$ cat config.mk
export PLATFORM = sky130hd
export DESIGN_NAME = fpu_pred_arbiter_flat
export DESIGN_NICKNAME = d
export VERILOG_FILES = /design/src/rtl/fpu_pred_arbiter_if.sv /design/src/rtl/fpu_pred_arbiter.sv /design/src/flat_wrapper.sv
export SDC_FILE = /design/constraint.sdc
export NUM_CORES = 1
export LEC_CHECK = 0
export BUFFER_PORTS_ARGS = -buffer_cell sky130_fd_sc_hd__buf_2
export CELL_PAD_IN_SITES_DETAIL_PLACEMENT = 0
export CELL_PAD_IN_SITES_GLOBAL_PLACEMENT = 1
export CORE_AREA = 2 2 104 106
export DETAILED_ROUTE_END_ITERATION = 7
export DIE_AREA = 0 0 106 108
export PLACE_DENSITY_LB_ADDON = 0.1
export RECOVER_POWER = 100
export SLEW_MARGIN = 20
export SYNTH_ARGS = -nofsm -noshare
export SYNTH_HDL_FRONTEND = slang
export SYNTH_SLANG_ARGS = --single-unit
$ cat constraint.sdc
create_clock -name clk -period 2.03 [get_ports clk]
set_clock_uncertainty 0.2 [all_clocks]
set_input_delay 0.406 -clock clk [delete_from_list [all_inputs] [get_ports clk]]
set_output_delay 0.406 -clock clk [all_outputs]
set_load 0.01 [all_outputs]
$ cat src/rtl/fpu_pred_arbiter_if.sv
// Bundle between the requesters, the round-robin predicate arbiter and the shared predicate unit.
// The slave modport is the arbiter's view; the master modport is the requester/unit side.
interface fpu_pred_arbiter_if #(
    parameter int NREQ = 4
);
    logic [NREQ-1:0]      req_valid;
    logic [32*NREQ-1:0]   req_op;
    logic [2*NREQ-1:0]    req_fn;
    logic                 unit_start;
    logic [31:0]          unit_op;
    logic [1:0]           unit_fn;
    logic                 unit_result;
    logic                 unit_ready;
    logic [NREQ-1:0]      resp_valid;
    logic                 resp_result;
    logic                 resp_err;
    logic                 busy;

    modport slave (
        input  req_valid, req_op, req_fn, unit_result, unit_ready,
        output unit_start, unit_op, unit_fn, resp_valid, resp_result, resp_err, busy
    );

    modport master (
        output req_valid, req_op, req_fn, unit_result, unit_ready,
        input  unit_start, unit_op, unit_fn, resp_valid, resp_result, resp_err, busy
    );
endinterface

$ cat src/rtl/fpu_pred_arbiter.sv
// Round-robin arbiter sharing one single-precision predicate unit among NREQ requesters,
// with a WAIT-cycle timeout that answers result=0, err=1 when the unit never completes.
module fpu_pred_arbiter #(
    parameter int NREQ    = 4,
    parameter int TIMEOUT = 15
) (
    input  logic              clk,
    input  logic              reset,
    fpu_pred_arbiter_if.slave bus
);
    localparam int IW = $clog2(NREQ);

    typedef enum logic [1:0] {IDLE, ISSUE, WAIT, RESP} state_t;

    state_t          state;
    logic [IW-1:0]   ptr;
    logic [IW-1:0]   winner;
    logic [IW-1:0]   pick;
    logic            found;
    logic [7:0]      cnt;
    logic [31:0]     op_q;
    logic [1:0]      fn_q;
    logic            start_q;
    logic            result_q;
    logic            err_q;
    logic [NREQ-1:0] resp_q;

    // First pending requester at or above ptr, wrapping around.
    always_comb begin
        found = 1'b0;
        pick  = '0;
        for (int j = 0; j < NREQ; j++) begin
            if (!found && bus.req_valid[(int'(ptr) + j) % NREQ]) begin
                found = 1'b1;
                pick  = IW'((int'(ptr) + j) % NREQ);
            end
        end
    end

    always_ff @(posedge clk) begin
        if (!reset) begin
            state    <= IDLE;
            ptr      <= '0;
            winner   <= '0;
            cnt      <= '0;
            op_q     <= '0;
            fn_q     <= '0;
            start_q  <= 1'b0;
            result_q <= 1'b0;
            err_q    <= 1'b0;
            resp_q   <= '0;
        end else begin
            start_q <= 1'b0;
            resp_q  <= '0;
            case (state)
                IDLE: begin
                    if (found) begin
                        winner  <= pick;
                        op_q    <= bus.req_op[32*int'(pick) +: 32];
                        fn_q    <= bus.req_fn[2*int'(pick) +: 2];
                        start_q <= 1'b1;
                        state   <= ISSUE;
                    end
                end
                ISSUE: begin
                    cnt   <= '0;
                    state <= WAIT;
                end
                WAIT: begin
                    // A ready in the final allowed cycle beats the timeout.
                    if (bus.unit_ready) begin
                        result_q <= bus.unit_result;
                        err_q    <= 1'b0;
                        state    <= RESP;
                    end else begin
                        cnt <= cnt + 8'd1;
                        if (cnt == 8'(TIMEOUT - 1)) begin
                            result_q <= 1'b0;
                            err_q    <= 1'b1;
                            state    <= RESP;
                        end
                    end
                end
                RESP: begin
                    resp_q <= NREQ'(1) << winner;
                    ptr    <= (int'(winner) == NREQ - 1) ? '0 : winner + IW'(1);
                    state  <= IDLE;
                end
                default: state <= IDLE;
            endcase
        end
    end

    assign bus.unit_start  = start_q;
    assign bus.unit_op     = op_q;
    assign bus.unit_fn     = fn_q;
    assign bus.resp_valid  = resp_q;
    assign bus.resp_result = result_q;
    assign bus.resp_err    = err_q;
    assign bus.busy        = (state != IDLE);
endmodule

$ cat src/flat_wrapper.sv
// flat-port wrapper written by rule: the top's interface ports become plain ports
module fpu_pred_arbiter_flat 
#(
    parameter int NREQ    = 4,
    parameter int TIMEOUT = 15
)
  (clk, reset, bus_req_valid, bus_req_op, bus_req_fn, bus_unit_result, bus_unit_ready, bus_unit_start, bus_unit_op, bus_unit_fn, bus_resp_valid, bus_resp_result, bus_resp_err, bus_busy);
  fpu_pred_arbiter_if #(.NREQ(NREQ)) bus_i ();
  input  logic clk;
  input  logic reset;
  input wire logic [$bits(bus_i.req_valid)-1:0] bus_req_valid;
  input wire logic [$bits(bus_i.req_op)-1:0] bus_req_op;
  input wire logic [$bits(bus_i.req_fn)-1:0] bus_req_fn;
  input wire logic [$bits(bus_i.unit_result)-1:0] bus_unit_result;
  input wire logic [$bits(bus_i.unit_ready)-1:0] bus_unit_ready;
  output wire logic [$bits(bus_i.unit_start)-1:0] bus_unit_start;
  output wire logic [$bits(bus_i.unit_op)-1:0] bus_unit_op;
  output wire logic [$bits(bus_i.unit_fn)-1:0] bus_unit_fn;
  output wire logic [$bits(bus_i.resp_valid)-1:0] bus_resp_valid;
  output wire logic [$bits(bus_i.resp_result)-1:0] bus_resp_result;
  output wire logic [$bits(bus_i.resp_err)-1:0] bus_resp_err;
  output wire logic [$bits(bus_i.busy)-1:0] bus_busy;
  assign bus_i.req_valid = bus_req_valid;
  assign bus_i.req_op = bus_req_op;
  assign bus_i.req_fn = bus_req_fn;
  assign bus_i.unit_result = bus_unit_result;
  assign bus_i.unit_ready = bus_unit_ready;
  assign bus_unit_start = bus_i.unit_start;
  assign bus_unit_op = bus_i.unit_op;
  assign bus_unit_fn = bus_i.unit_fn;
  assign bus_resp_valid = bus_i.resp_valid;
  assign bus_resp_result = bus_i.resp_result;
  assign bus_resp_err = bus_i.resp_err;
  assign bus_busy = bus_i.busy;
  fpu_pred_arbiter #(.NREQ(NREQ), .TIMEOUT(TIMEOUT)) u_core (.clk(clk), .reset(reset), .bus(bus_i));
endmodule
==> out/results.ini <==
[die]
die_height_um = 108
std_cell_rows = 37
core_region_area_sq_mm = 0.0102
floorplan.die_area_sq_mm = 0.0114
initial_core_util_pct = 30.6
floorplan.io_pins = 186
chipWidth_um = 106

[global_routing]
vias_in_the_first_global_route = 2960
grt_first_pass_wirelength_um = 14400
total_gr_overflow = 0
grt_antenna_before_repair = 0
total_routing_usage_gr_pct = 15.7
largest_net_degree_at_the_start_of_global_routing = 19

[worst_setup_path]
critical_path_type = register to output pin
largest_fanout_on_the_critical_path = 4
critical_path.cell_chain = inv_1 > ha_1 > buf_4 > inv_1 > buf_2
crit_path_end_kind = output pin
crit_family = buffers and inverters
crit_top_cell = sky130_fd_sc_hd__inv_1
critPathLaunchType = register
crit_slowest_cell = sky130_fd_sc_hd__dfxtp_1
cp_slowest_stage_delay_ns = 0.39
critPathArrivalTime_ns = 1.30
cp.buffers_inverters = 4
worst_ep_required_time_ns = 1.42

[synth]
synth.largest_area_cell = sky130_fd_sc_hd__dfxtp_1
syn_avg_cell_area_sq_um = 10.3
post_synth_most_frequent_cells = 72 x sky130_fd_sc_hd__mux2i_1, 55 x sky130_fd_sc_hd__dfxtp_1, 38 x sky130_fd_sc_hd__nand2_1, 31 x sky130_fd_sc_hd__o221ai_2, 17 x sky130_fd_sc_hd__nor2_1
syn-cell-area_sq_mm = 0.00314
synth-seq-cells = 55
yosysSeqAreaShare_pct = 35.1
synth_enable_flop_cells = 0
yosysTopAreaCellShare_pct = 35.1
synth.distinct_cells = 39
asyncSetResetFlopFracSynth_pct = 0
mappedNetlistNets = 454
yosysMostFrequentCell = sky130_fd_sc_hd__mux2i_1
synthTopCellsByArea = sky130_fd_sc_hd__dfxtp_1 35%, sky130_fd_sc_hd__mux2i_1 23%, sky130_fd_sc_hd__o221ai_2 15%
synthesis.instances = 303
ys.warnings.count = 0
postSynth.topFlopCell = sky130_fd_sc_hd__dfxtp_1

[sta]
final-max-slew-violation-count = 0
setup_viol = 0
timing.final.crit_share_pct = 93.7
slew_headroom_pct = 80.3
post-route-min-period_ns = 1.90
rsz0062_at_grt = no
fmaxAchievable_mhz = 526
final_hold_viol_count = 0
hold-worst-slack_ns = 0.121
timing_worst_slew_pin_value_ns = 0.292

[clocking]
postCtsSetupRepairBufs = 0
cts_htree_levels = 2
cts_hold_buf = 0
root_buf_cell = sky130_fd_sc_hd__clkbuf_8
tritoncts_num_sinks = 55
cts_tree = done
tritoncts_buffers = 5
cts.path.max_buffers = 2
cts.clk_slew.worst_paths_ns = 0.11
post_cts_resized = 0
clk-insertion-delay-late_ns = 0.31

[routing]
routedWlPerCell_um = 14.5
totalWireLength_um = 9380
drt_pre_antenna_iters = 4
routed_via_density = 4.73
num_vias = 3064
drc_errors = 0
detail_route.iter0.violations = 85
drt.antenna.violating_nets = 0

[placement]
quantity_of_i_o_buffers_inserted_on_ports = 185
place_hpwl_um = 7510
place.gp.congestion = 0.771

[power]
ir_worst_vdd_mv = 0.415
static-leakage-power_nw = 1.90
power.density_cell_area_mw_per_mm2 = 902
post-layout-total-power_w = 0.00399

[job]
maxCapViolations = 0

[finish]
drive_above_1_share_pct = 42.2
seqCellArea_sq_mm = 0.00110
insertedDiodeCount = 0
fill_cells = 1072
multi_input_area_sq_mm = 0.00178
num-nets-final = 662
layout-area-overhead-vs-synth_pct = 41.2

[worst_hold_path]
worst_hold_path_type = primary input to register

[outcome]
status = completed

==> cell type report <==
cell class	instances	share of cell area, %
well taps	136	3.84
repair buffers	221	27.7
flip-flops and latches	55	24.9
clock buffers	5	1.55
inverters	9	0.763
clock inverters	3	0.989
multi-input cells	219	40.3
==> routing by layer <==
layer | track usage (%) | wire (um) | share of wire [%]
met5 | 0 | 0 | 0
met2 | 27.7 | 4500 | 48
met4 | 3.48 | 65 | 0.69
met1 | 19.5 | 4230 | 45
met3 | 3.56 | 585 | 6.2
==> cell families after synthesis <==
kind of cell             share of synthesized area [%]
multiplexers                                      23.0
flip-flops                                        35.1
AO/OA/AOI/OAI                                     21.1
adder cells (fa/ha/maj)                           2.79
XOR/XNOR                                         0.279
buffers and inverters                             6.26
AND/OR/NAND/NOR                                   11.5
==> flip-flops by register name, indices dropped and copies added (netlist names) <==
signal                  flops
u_core.bus.resp_result      1
u_core.bus.resp_err         1
u_core.winner               2
u_core.cnt                  8
u_core.bus.unit_start       1
u_core.bus.unit_op         32
u_core.bus.resp_valid       4
u_core.ptr                  2
u_core.state                2
u_core.bus.unit_fn          2
==> where the power goes <==
| group | internal (W) | switching [W] |
|---|---|---|
| clock | 0.000368 | 0.000378 |
| sequential | 0.00137 | 0.000173 |
| combinational | 0.000792 | 0.000910 |
==> path summary, 6_finish.rpt <==
| path | start | end | slack [ns] | cells after the start |
|---|---|---|---|---|
| setup / recovery | u_core.state[1] | bus_busy | 0.13 | 5 |
| hold / removal | bus_unit_ready | u_core.bus.resp_err | 0.12 | 2 |
| setup reg to reg | u_core.ptr[1] | u_core.bus.unit_op[21] | 0.14 | 7 |
| hold reg to reg | u_core.bus.unit_op[19] | u_core.bus.unit_op[19] | 0.27 | 2 |
==> cell usage in the layout, fill, tap and decap left out, types with 3 or more instances in the layout <==
cell,Yosys,final
sky130_fd_sc_hd__dfxtp_1,55,54
sky130_fd_sc_hd__nand2_1,38,38
sky130_fd_sc_hd__clkbuf_8,0,5
sky130_fd_sc_hd__clkbuf_1,1,41
sky130_fd_sc_hd__buf_2,7,144
sky130_fd_sc_hd__ha_1,7,7
sky130_fd_sc_hd__nor2_1,17,17
sky130_fd_sc_hd__a21oi_1,11,10
sky130_fd_sc_hd__buf_4,4,25
sky130_fd_sc_hd__nand3_1,3,3
sky130_fd_sc_hd__inv_1,8,8
sky130_fd_sc_hd__nand4_1,3,3
sky130_fd_sc_hd__o221ai_2,31,20
sky130_fd_sc_hd__nand2b_1,6,5
sky130_fd_sc_hd__mux2i_1,72,72
sky130_fd_sc_hd__buf_12,0,6
sky130_fd_sc_hd__o221ai_1,3,14
==> stage by stage <==
stage,setup TNS [ns],util [%],cells,worst slack [ns],instance area [sq um]
3_3_place_gp,-0.133,43.5,640,-0.0192,4450
4_1_cts,0,44.6,648,0.0735,4570
6_report,0,43.3,648,0.128,4430
2_1_floorplan,0,-,303,0.228,3140
3_5_place_dp,-1.83,43.5,640,-0.0760,4450
5_1_grt,0,43.3,648,0.00919,4430
(Power assumes the default switching activity.)
